`src/rtl/axi4_pkg.sv`:
```
// Shared AXI4 types and helpers for the write-channel interconnect blocks.
// Holds the AW field enums, the default AW beat record and the round-robin picker.
package axi4_pkg;

   localparam int AXI_ADDR_WIDTH = 32;
   localparam int AXI_ID_WIDTH   = 4;
   localparam int AXI_LEN_WIDTH  = 8;
   localparam int RR_MAX_PORTS   = 32;

   typedef enum logic [1:0] {
      BURST_FIXED    = 2'd0,
      BURST_INCR     = 2'd1,
      BURST_WRAP     = 2'd2,
      BURST_RESERVED = 2'd3
   } axi_burst_e;

   typedef enum logic {
      LOCK_NORMAL    = 1'b0,
      LOCK_EXCLUSIVE = 1'b1
   } axi_lock_e;

   typedef logic [2:0] axi_prot_t;

   typedef enum logic {
      ARB_IDLE = 1'b0,
      ARB_BUSY = 1'b1
   } arb_state_e;

   typedef struct packed {
      logic [AXI_ID_WIDTH-1:0]   id;
      logic [AXI_ADDR_WIDTH-1:0] addr;
      logic [AXI_LEN_WIDTH-1:0]  len;
      axi_burst_e                burst;
      axi_lock_e                 lock;
      axi_prot_t                 prot;
   } axi4_aw_beat_t;

   // First set bit of req at or after ptr, wrapping; callers zero-extend req,
   // so the unused upper bits never win and the wrap order matches N ports.
   function automatic int rr_pick(input logic [RR_MAX_PORTS-1:0] req, input int ptr);
      int   pick;
      int   idx;
      logic found;
      pick  = 0;
      found = 1'b0;
      for (int i = 0; i < RR_MAX_PORTS; i++) begin
         idx = (ptr + i) % RR_MAX_PORTS;
         if (!found && req[idx]) begin
            pick  = idx;
            found = 1'b1;
         end
      end
      return pick;
   endfunction

endpackage

```
`src/rtl/axi4_idx_fifo.sv`:
```
// Small synchronous FIFO of port indices; remembers which master owns the
// W channel for each accepted AW burst, oldest first.
module axi4_idx_fifo #(
   parameter int WIDTH = 2,
   parameter int DEPTH = 4
) (
   input  logic             aclk,
   input  logic             aresetn,
   input  logic             push_i,
   input  logic [WIDTH-1:0] data_i,
   input  logic             pop_i,
   output logic [WIDTH-1:0] data_o,
   output logic             full_o,
   output logic             empty_o
);

   localparam int PTR_W = $clog2(DEPTH);

   logic [WIDTH-1:0] mem_q [DEPTH];
   logic [PTR_W-1:0] wrPtr_q, rdPtr_q;
   logic [PTR_W:0]   count_q;
   logic             doPush, doPop;

   assign full_o  = (count_q == (PTR_W+1)'(DEPTH));
   assign empty_o = (count_q == '0);
   assign doPush  = push_i && !full_o;
   assign doPop   = pop_i && !empty_o;
   assign data_o  = mem_q[rdPtr_q];

   always_ff @(posedge aclk) begin
      if (doPush) begin
         mem_q[wrPtr_q] <= data_i;
      end
   end

   // Pointers wrap naturally because DEPTH is a power of two.
   always_ff @(posedge aclk or negedge aresetn) begin
      if (!aresetn) begin
         wrPtr_q <= '0;
         rdPtr_q <= '0;
         count_q <= '0;
      end else begin
         if (doPush) begin
            wrPtr_q <= wrPtr_q + PTR_W'(1);
         end
         if (doPop) begin
            rdPtr_q <= rdPtr_q + PTR_W'(1);
         end
         case ({doPush, doPop})
            2'b10:   count_q <= count_q + (PTR_W+1)'(1);
            2'b01:   count_q <= count_q - (PTR_W+1)'(1);
            default: count_q <= count_q;
         endcase
      end
   end

endmodule

```
`src/rtl/axi4_aw_w_arbiter.sv`:
```
// N-to-1 round-robin arbiter for a shared AXI4 AW channel with a registered
// output stage; W beats follow AW acceptance order through an index FIFO.
module axi4_aw_w_arbiter
   import axi4_pkg::*;
#(
   parameter int N_PORTS      = 4,
   parameter int ADDR_WIDTH   = 32,
   parameter int ID_WIDTH     = 4,
   parameter int DATA_WIDTH   = 64,
   parameter int W_FIFO_DEPTH = 4,
   localparam int IDX_W       = $clog2(N_PORTS),
   localparam int STRB_W      = DATA_WIDTH / 8
) (
   input  logic                           aclk,
   input  logic                           aresetn,
   input  logic [N_PORTS-1:0]             s_awvalid,
   output logic [N_PORTS-1:0]             s_awready,
   input  logic [N_PORTS*ID_WIDTH-1:0]    s_awid,
   input  logic [N_PORTS*ADDR_WIDTH-1:0]  s_awaddr,
   input  logic [N_PORTS*8-1:0]           s_awlen,
   input  logic [N_PORTS*2-1:0]           s_awburst,
   input  logic [N_PORTS-1:0]             s_awlock,
   input  logic [N_PORTS*3-1:0]           s_awprot,
   input  logic [N_PORTS-1:0]             s_wvalid,
   input  logic [N_PORTS-1:0]             s_wlast,
   input  logic [N_PORTS*DATA_WIDTH-1:0]  s_wdata,
   input  logic [N_PORTS*STRB_W-1:0]      s_wstrb,
   output logic [N_PORTS-1:0]             s_wready,
   output logic                           m_awvalid,
   input  logic                           m_awready,
   output logic [ID_WIDTH+IDX_W-1:0]      m_awid,
   output logic [ADDR_WIDTH-1:0]          m_awaddr,
   output logic [7:0]                     m_awlen,
   output logic [1:0]                     m_awburst,
   output logic                           m_awlock,
   output logic [2:0]                     m_awprot,
   output logic                           m_wvalid,
   output logic                           m_wlast,
   input  logic                           m_wready,
   output logic [DATA_WIDTH-1:0]          m_wdata,
   output logic [STRB_W-1:0]              m_wstrb
);

   // Local record mirrors axi4_aw_beat_t but follows this instance's widths.
   typedef struct packed {
      logic [ID_WIDTH-1:0]   id;
      logic [ADDR_WIDTH-1:0] addr;
      logic [7:0]            len;
      axi_burst_e            burst;
      axi_lock_e             lock;
      axi_prot_t             prot;
   } aw_beat_t;

   arb_state_e       state_q, state_d;
   aw_beat_t         awBeat_q, awBeat_d;
   logic [IDX_W-1:0] awIdx_q, awIdx_d;
   logic [IDX_W-1:0] rrPtr_q, rrPtr_d;
   logic [IDX_W-1:0] winner;
   logic [IDX_W-1:0] wHead;
   logic             grant, fifoFull, fifoEmpty, wPop;

   assign winner = IDX_W'(rr_pick(RR_MAX_PORTS'(s_awvalid), int'(rrPtr_q)));

   // Grant only from IDLE on the registered full flag, so a same-cycle pop
   // never opens a slot early; reset is folded in to keep s_awready low.
   always_comb begin
      state_d   = state_q;
      awBeat_d  = awBeat_q;
      awIdx_d   = awIdx_q;
      rrPtr_d   = rrPtr_q;
      grant     = 1'b0;
      s_awready = '0;
      case (state_q)
         ARB_IDLE: begin
            if (aresetn && (|s_awvalid) && !fifoFull) begin
               grant             = 1'b1;
               s_awready[winner] = 1'b1;
               awBeat_d.id       = s_awid[winner*ID_WIDTH +: ID_WIDTH];
               awBeat_d.addr     = s_awaddr[winner*ADDR_WIDTH +: ADDR_WIDTH];
               awBeat_d.len      = s_awlen[winner*8 +: 8];
               awBeat_d.burst    = axi_burst_e'(s_awburst[winner*2 +: 2]);
               awBeat_d.lock     = axi_lock_e'(s_awlock[winner]);
               awBeat_d.prot     = s_awprot[winner*3 +: 3];
               awIdx_d           = winner;
               rrPtr_d           = (winner == IDX_W'(N_PORTS - 1)) ? '0 : winner + IDX_W'(1);
               state_d           = ARB_BUSY;
            end
         end
         ARB_BUSY: begin
            if (m_awready) begin
               state_d = ARB_IDLE;
            end
         end
         default: state_d = ARB_IDLE;
      endcase
   end

   always_ff @(posedge aclk or negedge aresetn) begin
      if (!aresetn) begin
         state_q  <= ARB_IDLE;
         awBeat_q <= '0;
         awIdx_q  <= '0;
         rrPtr_q  <= '0;
      end else begin
         state_q  <= state_d;
         awBeat_q <= awBeat_d;
         awIdx_q  <= awIdx_d;
         rrPtr_q  <= rrPtr_d;
      end
   end

   assign m_awvalid = (state_q == ARB_BUSY);
   assign m_awid    = {awIdx_q, awBeat_q.id};
   assign m_awaddr  = awBeat_q.addr;
   assign m_awlen   = awBeat_q.len;
   assign m_awburst = awBeat_q.burst;
   assign m_awlock  = awBeat_q.lock;
   assign m_awprot  = awBeat_q.prot;

   axi4_idx_fifo #(
      .WIDTH (IDX_W),
      .DEPTH (W_FIFO_DEPTH)
   ) u_wOwnerFifo (
      .aclk    (aclk),
      .aresetn (aresetn),
      .push_i  (grant),
      .data_i  (winner),
      .pop_i   (wPop),
      .data_o  (wHead),
      .full_o  (fifoFull),
      .empty_o (fifoEmpty)
   );

   // The FIFO head owns the W channel until its WLAST beat is accepted.
   always_comb begin
      m_wvalid = 1'b0;
      m_wlast  = 1'b0;
      m_wdata  = '0;
      m_wstrb  = '0;
      s_wready = '0;
      if (!fifoEmpty) begin
         m_wvalid        = s_wvalid[wHead];
         m_wlast         = s_wlast[wHead];
         m_wdata         = s_wdata[wHead*DATA_WIDTH +: DATA_WIDTH];
         m_wstrb         = s_wstrb[wHead*STRB_W +: STRB_W];
         s_wready[wHead] = m_wready;
      end
   end

   assign wPop = m_wvalid & m_wready & m_wlast;

endmodule

```
`config.mk`:
```
export PLATFORM = sky130hd
export DESIGN_NAME = axi4_aw_w_arbiter
export DESIGN_NICKNAME = d
export VERILOG_FILES = /design/src/rtl/axi4_pkg.sv /design/src/rtl/axi4_idx_fifo.sv /design/src/rtl/axi4_aw_w_arbiter.sv
export SDC_FILE = /design/constraint.sdc
export NUM_CORES = 1
export LEC_CHECK = 0
export ABC_AREA = 0
export BUFFER_PORTS_ARGS = -buffer_cell sky130_fd_sc_hd__buf_2
export CAP_MARGIN = 20
export CORE_AREA = 2 2 250 252
export CTS_CLUSTER_SIZE = 28
export DETAILED_ROUTE_END_ITERATION = 10
export DIE_AREA = 0 0 252 254
export GPL_TIMING_DRIVEN = 1
export PLACE_DENSITY = 0.43
export SLEW_MARGIN = 20
export SYNTH_ARGS = -nofsm -noshare
export SYNTH_HDL_FRONTEND = slang
export SYNTH_HIERARCHICAL = 1
export SYNTH_SLANG_ARGS = --single-unit
```
`constraint.sdc`:
```
create_clock -name aclk -period 5 [get_ports aclk]
set_input_delay 0.25 -clock aclk [delete_from_list [all_inputs] [get_ports aclk]]
set_output_delay 0.25 -clock aclk [all_outputs]
set_load 0.1 [all_outputs]
```
==> summary.md <==
| Metric | Value |
|---|---|
| Outcome | `finished, final reports clean` |
| CP Data Required Time | `4.75 ns` |
| DIE WIDTH | `252 um` |
| Clk slew on worst S/H paths | `0.08 ns` |
| CP startpoint kind | `register` |
| Total global-route track usage | `0.1281` |
| Drt total wl | `43,770 um` |
| Worst min-delay path class | `in -> reg` |
| Share of post-route cells with drive strength above 1 | `0.6396` |
| Mapped Area | `6802 um2` |
| Worst slew margin | `0.4114` |
| Setup bufs post-CTS | `0` |
| Routability Congestion | `0.8590` |
| Number of I/O port buffers | `638` |
| Share of the synthesized area in the top cell type | `0.2583` |
| Nets | `1,701` |
| Wire length per cell | `21.93 um` |
| Critical-path top delay cell | `dfrtp_1` |
| Antenna violations before repair | `36` |
| Critical path, cell by cell | `inv_1, ha_1, or3b_1, a21o_1, a311oi_2, a211oi_1, a211oi_4, ha_1, and2_1, buf_2` |
| Via density | `4.011` |
| Post-detail-place hpwl | `37,050 um` |
| Residual DRC | `0` |
| Synth Instances | `582` |
| Dominant synthesized flop cell | `dfrtp_1` |
| WP data arrival | `4.04 ns` |
| Final std cell area, no fill | `11,130 um2` |
| Critical path class | `reg -> out` |
| Post-DRT Antenna Nets | `0` |
| Placed cell area | `10,750 um2` |
| Crit path capture type | `primary output` |
| CTS tree | `done` |
| Buf+Inv Stages, Crit Path | `2` |
| Syn avg cell area | `11.69 um2` |
| Max clock buf depth | `2` |
| Area grow syn2layout | `63.69%` |
| Clk_skew | `0.01027 ns` |
| Worst hold margin | `0.06293 ns` |
| CP max stage delay | `0.64 ns` |
| Count of final setup violators | `0` |
| Max-cap violations | `0` |
| CP Max Fanout | `13` |
| Clock root cell | `clkbuf_16` |
| Final Hold Viols | `0` |
| Fmax | `233.2 MHz` |
| Remaining Overflow, GRT | `0` |
| # IOs | `639` |
| CTS Buf Count | `9` |
| Slew Limit Fails | `0` |
| CP delay by family, top | `compound AO/OA/AOI/OAI gates` |
| Count of flip-flops with a built-in enable after synthesis | `8` |
| Top post-synthesis cells by area | `mux4_2, dfrtp_1, mux2i_1` |
| Syn_nets | `1,095` |
| Setup TNS Final | `0 ns` |
| Rows | `91` |
| Starting Density | `0.1110` |
| Die height | `254 um` |
| DIE AREA | `64,010 um2` |
| Ys async rst share | `0.8857` |
| Minimum clock period | `4.288 ns` |
| CTS H-tree lvls | `3` |
| RSZ-0062 raised after global routing | `no` |
| Tightest Pin Transition | `0.8829 ns` |
| Most frequent cells in the layout | `buf_2, mux2i_1, nor2b_1, mux4_2, dfrtp_1` |
| First-pass GRT wire length | `58,220 um` |
| Period Utilization, post-route | `0.8576` |
| Number of distinct library cells after synthesis | `53` |
| Post-synth top area cell | `mux4_2` |
| Yosys reg bits | `70` |
| Crit path top cell by count | `ha_1` |
| Synthesis Warnings | `6` |
| Via count | `8,005` |
| Clk sinks | `70` |
| Starting DRT DRC Count | `466` |
| Fillcell total | `6,923` |
| Largest net degree at the start of global routing | `75` |
| Core area | `61,260 um2` |
| Vias in the first global route | `8,271` |
| Commonest non-fill, non-tap cell in the layout | `buf_2` |
| DR pass1 iterations | `5` |
| Sequential element share of the synthesized area | `0.2634` |
| Skew-Pair Late Insertion Delay | `0.37 ns` |
## timing repair
item | in CTS | in global routing
gates resized for setup | 0 | 0
hold endpoints to repair | 18 | 0
hold buffers | 1 | 0
## area by class of cell
class / count / area [um2] / share of cell area
repair buffers: 651 / 3328 / 0.2989
flip-flops and latches: 70 / 1792 / 0.1609
well taps: 790 / 988.4 / 0.08878
diodes: 13 / 32.53 / 0.002922
multi-input cells: 441 / 4606 / 0.4137
clock buffers: 9 / 225.2 / 0.02023
inverters: 15 / 56.30 / 0.005057
clock inverters: 7 / 105.1 / 0.009440
## sequential cells by signal, summed over array words and instances, names as in the netlist, 3 cells and up
register / cells
u_wOwnerFifo/mem_q: 8
u_wOwnerFifo/count_q: 3
m_awaddr: 32
m_awprot: 3
m_awlen: 8
m_awid: 4
## metal layers
layer / wire [um] / track usage
met1: 15650 / 0.1364
met2: 22340 / 0.2303
met3: 3796 / 0.03585
met4: 1943 / 0.06644
met5: 35 / 0
## cell families (layout without fill, tap and decap cells)
group,count (synthesis),in the layout,share of synthesized area
flops,70,70,0.2634
fa+ha+maj,9,9,0.01766
simple gates,169,169,0.1363
xor+xnor,7,7,0.009014
other cells,0,13,0
compound gates,71,71,0.09382
buf+inv,71,682,0.06254
mux,185,185,0.4172
## stage by stage
stage               instances  worst slack [ns]  utilization
detailed placement       1965            0.6623       0.1754
floorplan                 582           0.05234            -
CTS                      1982            0.4194       0.1810
global placement         1965            0.7919       0.1754
global route             1993            0.4971       0.1816
finish                   1996            0.7121       0.1817
## cell usage after synthesis, drive strengths merged, types with 6 or more instances
cell type,count
nor2b,80
edfxtp,8
mux4,78
clkbuf,30
dfrtp,62
buf,26
o221ai,49
nor2,6
inv,15
mux2i,102
nand2,61
ha,8
and2,6
## final timing paths
path | startpoint | end | slack (ns) | cells after the start
setup / recovery | rrPtr_q[0] | s_awready[3] | 0.71 | 10
hold / removal | m_awready | m_awvalid | 0.06 | 2
setup reg to reg | rrPtr_q[0] | m_awprot[2] | 0.86 | 10
hold reg to reg | awIdx_q[0] | awIdx_q[0] | 0.48 | 2
max in group asynchronous | aresetn | m_awaddr[6] | 3.63 | 3
min in group asynchronous | aresetn | m_awid[1] | 0.33 | 2
Power is left out: the tool's default activity adds up to more than one toggle a clock period on the data nets, which glitch-free logic cannot reach.
